### config.mk
export PLATFORM = sky130hd
export DESIGN_NAME = adder_sweep_ctrl
export DESIGN_NICKNAME = d
export VERILOG_FILES = /design/src/rtl/adder_sweep_ctrl.sv
export SDC_FILE = /design/constraint.sdc
export NUM_CORES = 1
export LEC_CHECK = 0
export BUFFER_PORTS_ARGS = -buffer_cell sky130_fd_sc_hd__buf_2
export CAP_MARGIN = 15
export CORE_MARGIN = 1.5
export CORE_UTILIZATION = 45
export DETAILED_ROUTE_END_ITERATION = 7
export PLACE_DENSITY_LB_ADDON = 0.2
export SLEW_MARGIN = 5
export SYNTH_ARGS = -nofsm -noshare
export SYNTH_HDL_FRONTEND = slang
export SYNTH_SLANG_ARGS = --single-unit
### constraint.sdc
create_clock -name clk -period 4.5 [get_ports clk]
set_input_delay 0.225 -clock clk [delete_from_list [all_inputs] [get_ports clk]]
set_output_delay 0.225 -clock clk [all_outputs]
set_load 0.005 [all_outputs]
### src/rtl/adder_sweep_ctrl.sv
// Operand sequencer for the AdderLEDs datapath: sweeps every operand pair at a fixed dwell
// or passes switches through, and counts adder results that disagree with a reference sum.
module adder_sweep_ctrl #(
    parameter int WIDTH        = 2,
    parameter int DWELL_CYCLES = 50
) (
    input  logic               clk,
    input  logic               rst_n,
    input  logic               start,
    input  logic               pause,
    input  logic               step,
    input  logic               mode,
    input  logic [WIDTH-1:0]   sw_a,
    input  logic [WIDTH-1:0]   sw_b,
    input  logic [WIDTH:0]     sum_in,
    output logic [WIDTH-1:0]   sayi1,
    output logic [WIDTH-1:0]   sayi2,
    output logic               busy,
    output logic               done,
    output logic [2*WIDTH:0]   err_cnt
);

    localparam int CNT_W = (DWELL_CYCLES > 1) ? $clog2(DWELL_CYCLES) : 1;
    localparam logic [CNT_W-1:0]   CNT_LAST = CNT_W'(DWELL_CYCLES - 1);
    localparam logic [CNT_W-1:0]   CNT_ONE  = CNT_W'(1);
    localparam logic [WIDTH-1:0]   OP_MAX   = '1;
    localparam logic [WIDTH-1:0]   OP_ONE   = WIDTH'(1);
    localparam logic [2*WIDTH:0]   ERR_ONE  = (2*WIDTH+1)'(1);
    localparam logic [2*WIDTH:0]   ERR_MAX  = '1;

    typedef enum logic [1:0] {
        ST_IDLE,
        ST_RUN,
        ST_HOLD,
        ST_DONE
    } state_t;

    state_t             state;
    state_t             state_nxt;
    logic [CNT_W-1:0]   cnt;
    logic [CNT_W-1:0]   cnt_nxt;
    logic [WIDTH-1:0]   sayi1_nxt;
    logic [WIDTH-1:0]   sayi2_nxt;
    logic [2*WIDTH:0]   err_nxt;
    logic [WIDTH:0]     ref_sum;
    logic               mismatch;
    logic               at_last;
    logic [WIDTH-1:0]   adv1;
    logic [WIDTH-1:0]   adv2;
    logic [2*WIDTH:0]   err_checked;

    // Reference sum and the "next combination" with sayi1 as the fast-moving index.
    assign ref_sum     = {1'b0, sayi1} + {1'b0, sayi2};
    assign mismatch    = (sum_in != ref_sum);
    assign err_checked = (mismatch && (err_cnt != ERR_MAX)) ? err_cnt + ERR_ONE : err_cnt;
    assign at_last     = (sayi1 == OP_MAX) && (sayi2 == OP_MAX);
    assign adv1        = (sayi1 == OP_MAX) ? '0 : sayi1 + OP_ONE;
    assign adv2        = (sayi1 == OP_MAX) ? sayi2 + OP_ONE : sayi2;

    always_comb begin
        state_nxt = state;
        cnt_nxt   = cnt;
        sayi1_nxt = sayi1;
        sayi2_nxt = sayi2;
        err_nxt   = err_cnt;

        case (state)
            ST_IDLE: begin
                if (start) begin
                    state_nxt = ST_RUN;
                    cnt_nxt   = '0;
                    sayi1_nxt = '0;
                    sayi2_nxt = '0;
                    err_nxt   = '0;
                end else if (mode) begin
                    sayi1_nxt = sw_a;
                    sayi2_nxt = sw_b;
                end
            end

            // Pause takes precedence over dwell expiry so a held combination is never checked early.
            ST_RUN: begin
                if (pause) begin
                    state_nxt = ST_HOLD;
                end else if (cnt == CNT_LAST) begin
                    err_nxt = err_checked;
                    cnt_nxt = '0;
                    if (at_last) begin
                        state_nxt = ST_DONE;
                    end else begin
                        sayi1_nxt = adv1;
                        sayi2_nxt = adv2;
                    end
                end else begin
                    cnt_nxt = cnt + CNT_ONE;
                end
            end

            ST_HOLD: begin
                if (!pause) begin
                    state_nxt = ST_RUN;
                end else if (step) begin
                    err_nxt = err_checked;
                    cnt_nxt = '0;
                    if (at_last) begin
                        state_nxt = ST_DONE;
                    end else begin
                        sayi1_nxt = adv1;
                        sayi2_nxt = adv2;
                    end
                end
            end

            ST_DONE: begin
                if (start) begin
                    state_nxt = ST_RUN;
                    cnt_nxt   = '0;
                    sayi1_nxt = '0;
                    sayi2_nxt = '0;
                    err_nxt   = '0;
                end
            end

            default: begin
                state_nxt = ST_IDLE;
            end
        endcase
    end

    // busy/done are flopped from the next state so every output comes straight off a register.
    always_ff @(posedge clk or negedge rst_n) begin
        if (!rst_n) begin
            state   <= ST_IDLE;
            cnt     <= '0;
            sayi1   <= '0;
            sayi2   <= '0;
            err_cnt <= '0;
            busy    <= 1'b0;
            done    <= 1'b0;
        end else begin
            state   <= state_nxt;
            cnt     <= cnt_nxt;
            sayi1   <= sayi1_nxt;
            sayi2   <= sayi2_nxt;
            err_cnt <= err_nxt;
            busy    <= (state_nxt == ST_RUN) || (state_nxt == ST_HOLD);
            done    <= (state_nxt == ST_DONE);
        end
    end

endmodule
# Word-level counts from Yosys, hierarchy flattened
# Index checks and enable logic that the tools add are counted.
[word_totals] regBits=19 word_cells=77
[op_classes] add_sub_neg=5 n_eq_ne=18 mux=39 n_reduce_logical=8
[op_table] cell="2-bit two-way mux" n=23
[op_table] cell="5-bit two-way mux" n=6
[op_table] cell="6-bit two-way mux" n=5
[op_table] cell="6-bit case mux with 3 select lines" n=1
[op_table] cell="2-bit case mux with 4 select lines" n=2
[op_table] cell="5-bit case mux with 3 select lines" n=1
[op_table] cell="2-bit == test, second input constant" n=6
[op_table] cell="2-bit inequality test, second input constant" n=5
[op_table] cell="6-bit by 1-bit adder with 6-bit output, second input constant" n=1
[op_table] cell="6-bit == test, second input constant" n=1
[op_table] cell="2-bit case mux with 3 select lines" n=1
[op_table] cell="6-bit AND reduction" n=1
[op_table] cell="5-bit by 1-bit adder with 5-bit output, second input constant" n=1
[op_table] cell="5-bit inequality test, second input constant" n=1
[op_table] cell="5-bit AND reduction" n=1
[op_table] cell="2-bit by 1-bit adder with 2-bit output, second input constant" n=2
[op_table] cell="2-bit by 1-bit == test with 1-bit output, second input constant" n=2
[op_table] cell="4-bit AND reduction" n=1
[op_table] cell="2-bit by 2-bit adder with 3-bit output" n=1
[op_table] cell="3-bit inequality test" n=1
[op_table] cell="3-bit inequality test, second input constant" n=1
[op_table] cell="1-bit logical AND" n=2
[op_table] cell="2-bit zero test" n=1
[op_table] cell="2-bit by 1-bit inequality test with 1-bit output, second input constant" n=1
[op_table] cell="2 further kinds" n=2

# Longest topological paths before layout
[logic_depth] word_depth=8 ltp_mapped=7 depth_no_buf=7

# Worst setup path before layout
# No wires, ideal clock.
[synth_timing] kind="register to register" startpoint="register sayi1[0]" endpoint="register err_cnt[2]" path_slack_ns=2.352 stages_incl_launch_ff=7 t_arrival_ns=2.022 setup_time_ns=0.126 cell_sequence="dfrtp_1 -> ha_1 -> fa_1 -> xnor2_1 -> a31oi_1 -> a211oi_1 -> a311o_1"
[synth_via] elab_chain_cells=7
[synth_rtl] element="start: declaration" line_no="16" rtl="output logic [WIDTH-1:0] sayi1,"
[synth_rtl] element="start signal: assignment" line_no="143" rtl="sayi1 <= sayi1_nxt;"
[synth_rtl] element="2-bit by 2-bit adder with 3-bit output (*)" line_no="53" rtl="assign ref_sum = {1'b0, sayi1} + {1'b0, sayi2};"
[synth_rtl] element="3-bit inequality test (*)" line_no="54" rtl="assign mismatch = (sum_in != ref_sum);"
[synth_rtl] element="1-bit logical AND (*)" line_no="55" rtl="assign err_checked = (mismatch && (err_cnt != ERR_MAX)) ? err_cnt + ERR_ONE : err_cnt;"
[synth_rtl] element="5-bit two-way mux (*)" line_no="55"
[synth_rtl] element="5-bit two-way mux, on equally long branches" line_no="102, 85"
[synth_rtl] element="5-bit two-way mux, on equally long branches" line_no="100, 83"
[synth_rtl] element="5-bit case mux with 3 select lines (*)" line_no="67" rtl="case (state)"
[synth_rtl] element="end signal: assignment" line_no="145" rtl="err_cnt <= err_nxt;"
[synth_rtl] element="end: declaration" line_no="20" rtl="output logic [2*WIDTH:0] err_cnt"
# Every way passes the cells marked *; elsewhere a longest branch is shown, timed or not. The select of a mux whose other input is x is not followed.
# A chain may end at the register's enable or synchronous reset.

# Worst setup path after layout
# Same ends and word-level chain as after synthesis.

==> qor.txt <==
Die Y -> 56.80 um
Async set-reset flop share out of synthesis -> 100.0%
Slowest stage cell on the critical path -> sky130_fd_sc_hd__a31oi_1
Largest net degree at the start of global routing -> 20
Final-layout setup total negative slack -> 0 ns
Total global-route track usage -> 19.37%
Sinks on Clock Net -> 19
Post-CTS Setup Repair Bufs -> 0
Clock buffers created by TritonCTS -> 3
Largest delay share family, worst path -> compound AO/OA/AOI/OAI gates
Cell accounting for the most synthesized area -> sky130_fd_sc_hd__dfrtp_1
Leakage component of the power -> 0.7393 nW
Area added between synthesis and finish -> 14.22%
RSZ-0062 raised after global routing -> no
Share of post-route cells with drive strength above 1 -> 26.62%
Utilization after layout -> 53.95%
Count of buffering cells on the critical path with inverters included -> 0
CP required -> 4.71 ns
Clock transition at the registers of the reported paths -> 0.11 ns
Filler-free cell count of the finished design -> 185
Number of H-tree branching levels -> 1
Most common flop cell mapped by yosys -> sky130_fd_sc_hd__dfrtp_1
Antenna Cells -> 0
Maximum vdd drop -> 0.0003223 V
Clock latency of the later-clocked register in the worst-skew pair -> 0.31 ns
Drt wl/cell -> 14.72 um
Final weighted congestion in routability-driven placement -> 0.8058
Hold Violations, Final -> 0
Total number of vias -> 1,070
Ports -> 24
Number of enable-type register cells in the synthesized netlist -> 0
Relative slew margins -> 61.87%
Peak per-stage delay on the critical path -> 0.49 ns
Total wire length after detailed routing -> 2724 um
Proportion of synthesized chip area in sequential cells -> 36.50%
Classification of the worst-slack hold path -> in -> reg
Final ANT Viol Nets -> 0
Overall die width -> 56.80 um
Bufs on Longest Clock Path -> 2
Slew at the pin with the worst max-slew slack -> 0.5693 ns
Synthesized area -> 1302 um^2
Cells after Synth -> 127
Outcome -> complete, no violations
Clock tree from TritonCTS -> yes
Hold Path Origin -> sw_a[0]
DRC marker count from the first detailed-route iteration -> 75
Total core area -> 2758 um^2
Final critical-path share of the clock period -> 52.08%
Std cell rows -> 19
Number of global-route vias before repair -> 1,069
Power per standard cell area -> 655.0 nW/um^2
Initial antenna violation count -> 0
Critical path class -> reg -> reg
Max Clk Rate -> 426.7 MHz
Post-route worst hold slack -> 0.2374 ns
Post-Syn Nets -> 154
Max-capacitance violation count -> 0
Synth cell types -> 45
Overall die area -> 3226 um^2
Total of flip-flops plus latches after synthesis -> 19
Reg-to-reg critical path startpoint -> sayi1[0]$_DFFE_PN0P_
Warning count from the yosys run -> 0
Vias per std cell -> 5.784
Launch point of the critical path -> sayi1[0]$_DFFE_PN0P_
Most instantiated library cell after synthesis -> sky130_fd_sc_hd__dfrtp_1
Clock Tree Root -> sky130_fd_sc_hd__clkbuf_4
Finish-stage setup viols -> 0
Number of fillers in the final layout -> 243
Critical path, cell by cell -> ha_1 -> fa_1 -> xnor2_1 -> a31oi_1 -> a211oi_1 -> a311o_1
Setup crit end kind -> register
Kind of launch point of the worst setup path -> register
Placed insts -> 180
Starting density of the core -> 47.23%
First-pass GRT wire length -> 4802 um
Number of design rule violations left after detail routing -> 0
Share of Yosys cell area claimed by the top area cell type -> 36.50%
Total congestion overflow -> 0
Arrival time at the worst endpoint -> 2.55 ns
Layout Skew -> 0.008818 ns
Max Transition Viols Final -> 0
Top cells by area in the synthesized netlist -> sky130_fd_sc_hd__dfrtp_1, sky130_fd_sc_hd__ha_1, sky130_fd_sc_hd__o21ai_0, sky130_fd_sc_hd__mux2_2, sky130_fd_sc_hd__a22o_1
Max FO, Critical Path -> 5
Final layout net count -> 182
Buffers added on ports -> 23
Post-synthesis area per instance -> 10.26 um^2
Time the final worst path needs with I/O delays and setup -> 2.344 ns
Ranking of synthesized cells by instance count -> sky130_fd_sc_hd__dfrtp_1, sky130_fd_sc_hd__ha_1, sky130_fd_sc_hd__o21ai_0
Detailed placer's ending HPWL -> 2013 um
Number of optimization iterations in the first detailed-route pass -> 5
## worst register-to-register path, delay by kind of cell (launching register included)
kind	cells	cell delay, ns
AOI/OAI and AO/OA	3	0.98
xor gates and xnor gates	1	0.14
adders and majority gates	2	0.67
DFF	1	0.45
## flip-flops by register name, indices dropped and copies added, names as in the netlist
signal and count:
sayi2 2, busy 1, cnt 6, state 2, err_cnt 5, done 1
sayi1 2
## report_power, final
part           internal, mW  leakage (nW)  switching [mW]
sequential            0.230         0.248          0.0633
clock                0.0346        0.0150          0.0557
combinational         0.270         0.477           0.321
## metal layers
metal	up-vias	track usage (%)	routed length [um]
met3	7	6.452	161
li1	525	-	-
met4	0	8.970	52
met5	-	0	0
met1	500	22.80	1203
met2	38	31.73	1307
## timing repair
| item | CTS | global route |
|---|---|---|
| resized for setup | 0 | 0 |
| hold buffers | 1 | 0 |
| endpoints found under the hold margin | 19 | 0 |
## through the flow
stage | cell area [um^2] | worst slack [ns] | power, mW
2_1_floorplan | 1303 | 2.352 | 0.7318
3_3_place_gp | 1451 | 2.232 | 0.8722
3_5_place_dp | 1451 | 2.176 | 0.8865
4_1_cts | 1488 | 2.150 | 0.9869
5_1_grt | 1488 | 2.034 | 1.086
6_report | 1488 | 2.156 | 0.9744
## layout by cell type (no fill, tap or decap), types with 2 or more instances in the layout
cell	count
sky130_fd_sc_hd__ha_1	13
sky130_fd_sc_hd__nand2_1	8
sky130_fd_sc_hd__nand2b_1	2
sky130_fd_sc_hd__nor2b_1	4
sky130_fd_sc_hd__clkbuf_4	3
sky130_fd_sc_hd__inv_1	7
sky130_fd_sc_hd__mux2_2	4
sky130_fd_sc_hd__a22o_1	4
sky130_fd_sc_hd__buf_2	23
sky130_fd_sc_hd__a211oi_1	2
sky130_fd_sc_hd__dfrtp_1	19
sky130_fd_sc_hd__o21bai_1	2
sky130_fd_sc_hd__xnor2_1	3
sky130_fd_sc_hd__mux2i_1	2
sky130_fd_sc_hd__nand3_1	3
sky130_fd_sc_hd__o21ai_0	9
sky130_fd_sc_hd__nor2_1	8
sky130_fd_sc_hd__and3_1	5
sky130_fd_sc_hd__a21oi_1	4
## worst paths after layout
kind / cells after the start / endpoint / slack (ns)
worst max-delay path: 6 / err_cnt[2]$_DFFE_PN0P_ / 2.16
worst min-delay path: 4 / sayi1[0]$_DFFE_PN0P_ / 0.24
worst max register to register: 6 / err_cnt[2]$_DFFE_PN0P_ / 2.16
worst min register to register: 1 / cnt[5]$_DFFE_PN0P_ / 0.53
max in group asynchronous: 2 / err_cnt[3]$_DFFE_PN0P_ / 3.79
min in group asynchronous: 2 / sayi1[1]$_DFFE_PN0P_ / 0.39
## kinds of logic after synthesis
group	after synthesis	share of synthesized area [%]
AOI/OAI and AO/OA	38	22.96
and+or+nand+nor	38	15.95
DFF	19	36.50
adders and majority gates	14	14.03
buffers and inverters	8	2.402
muxes	7	6.147
xor gates and xnor gates	3	2.018
## cell type report
class / count / area [um^2] / share of cell area [%]
clock buffers: 4 / 26.28 / 1.766
repair buffers: 24 / 125.1 / 8.410
flip-flops and latches: 19 / 475.5 / 31.96
well taps: 31 / 38.79 / 2.607
multi-input cells: 100 / 795.8 / 53.49
inverters: 7 / 26.28 / 1.766
(Power assumes the default switching activity.)
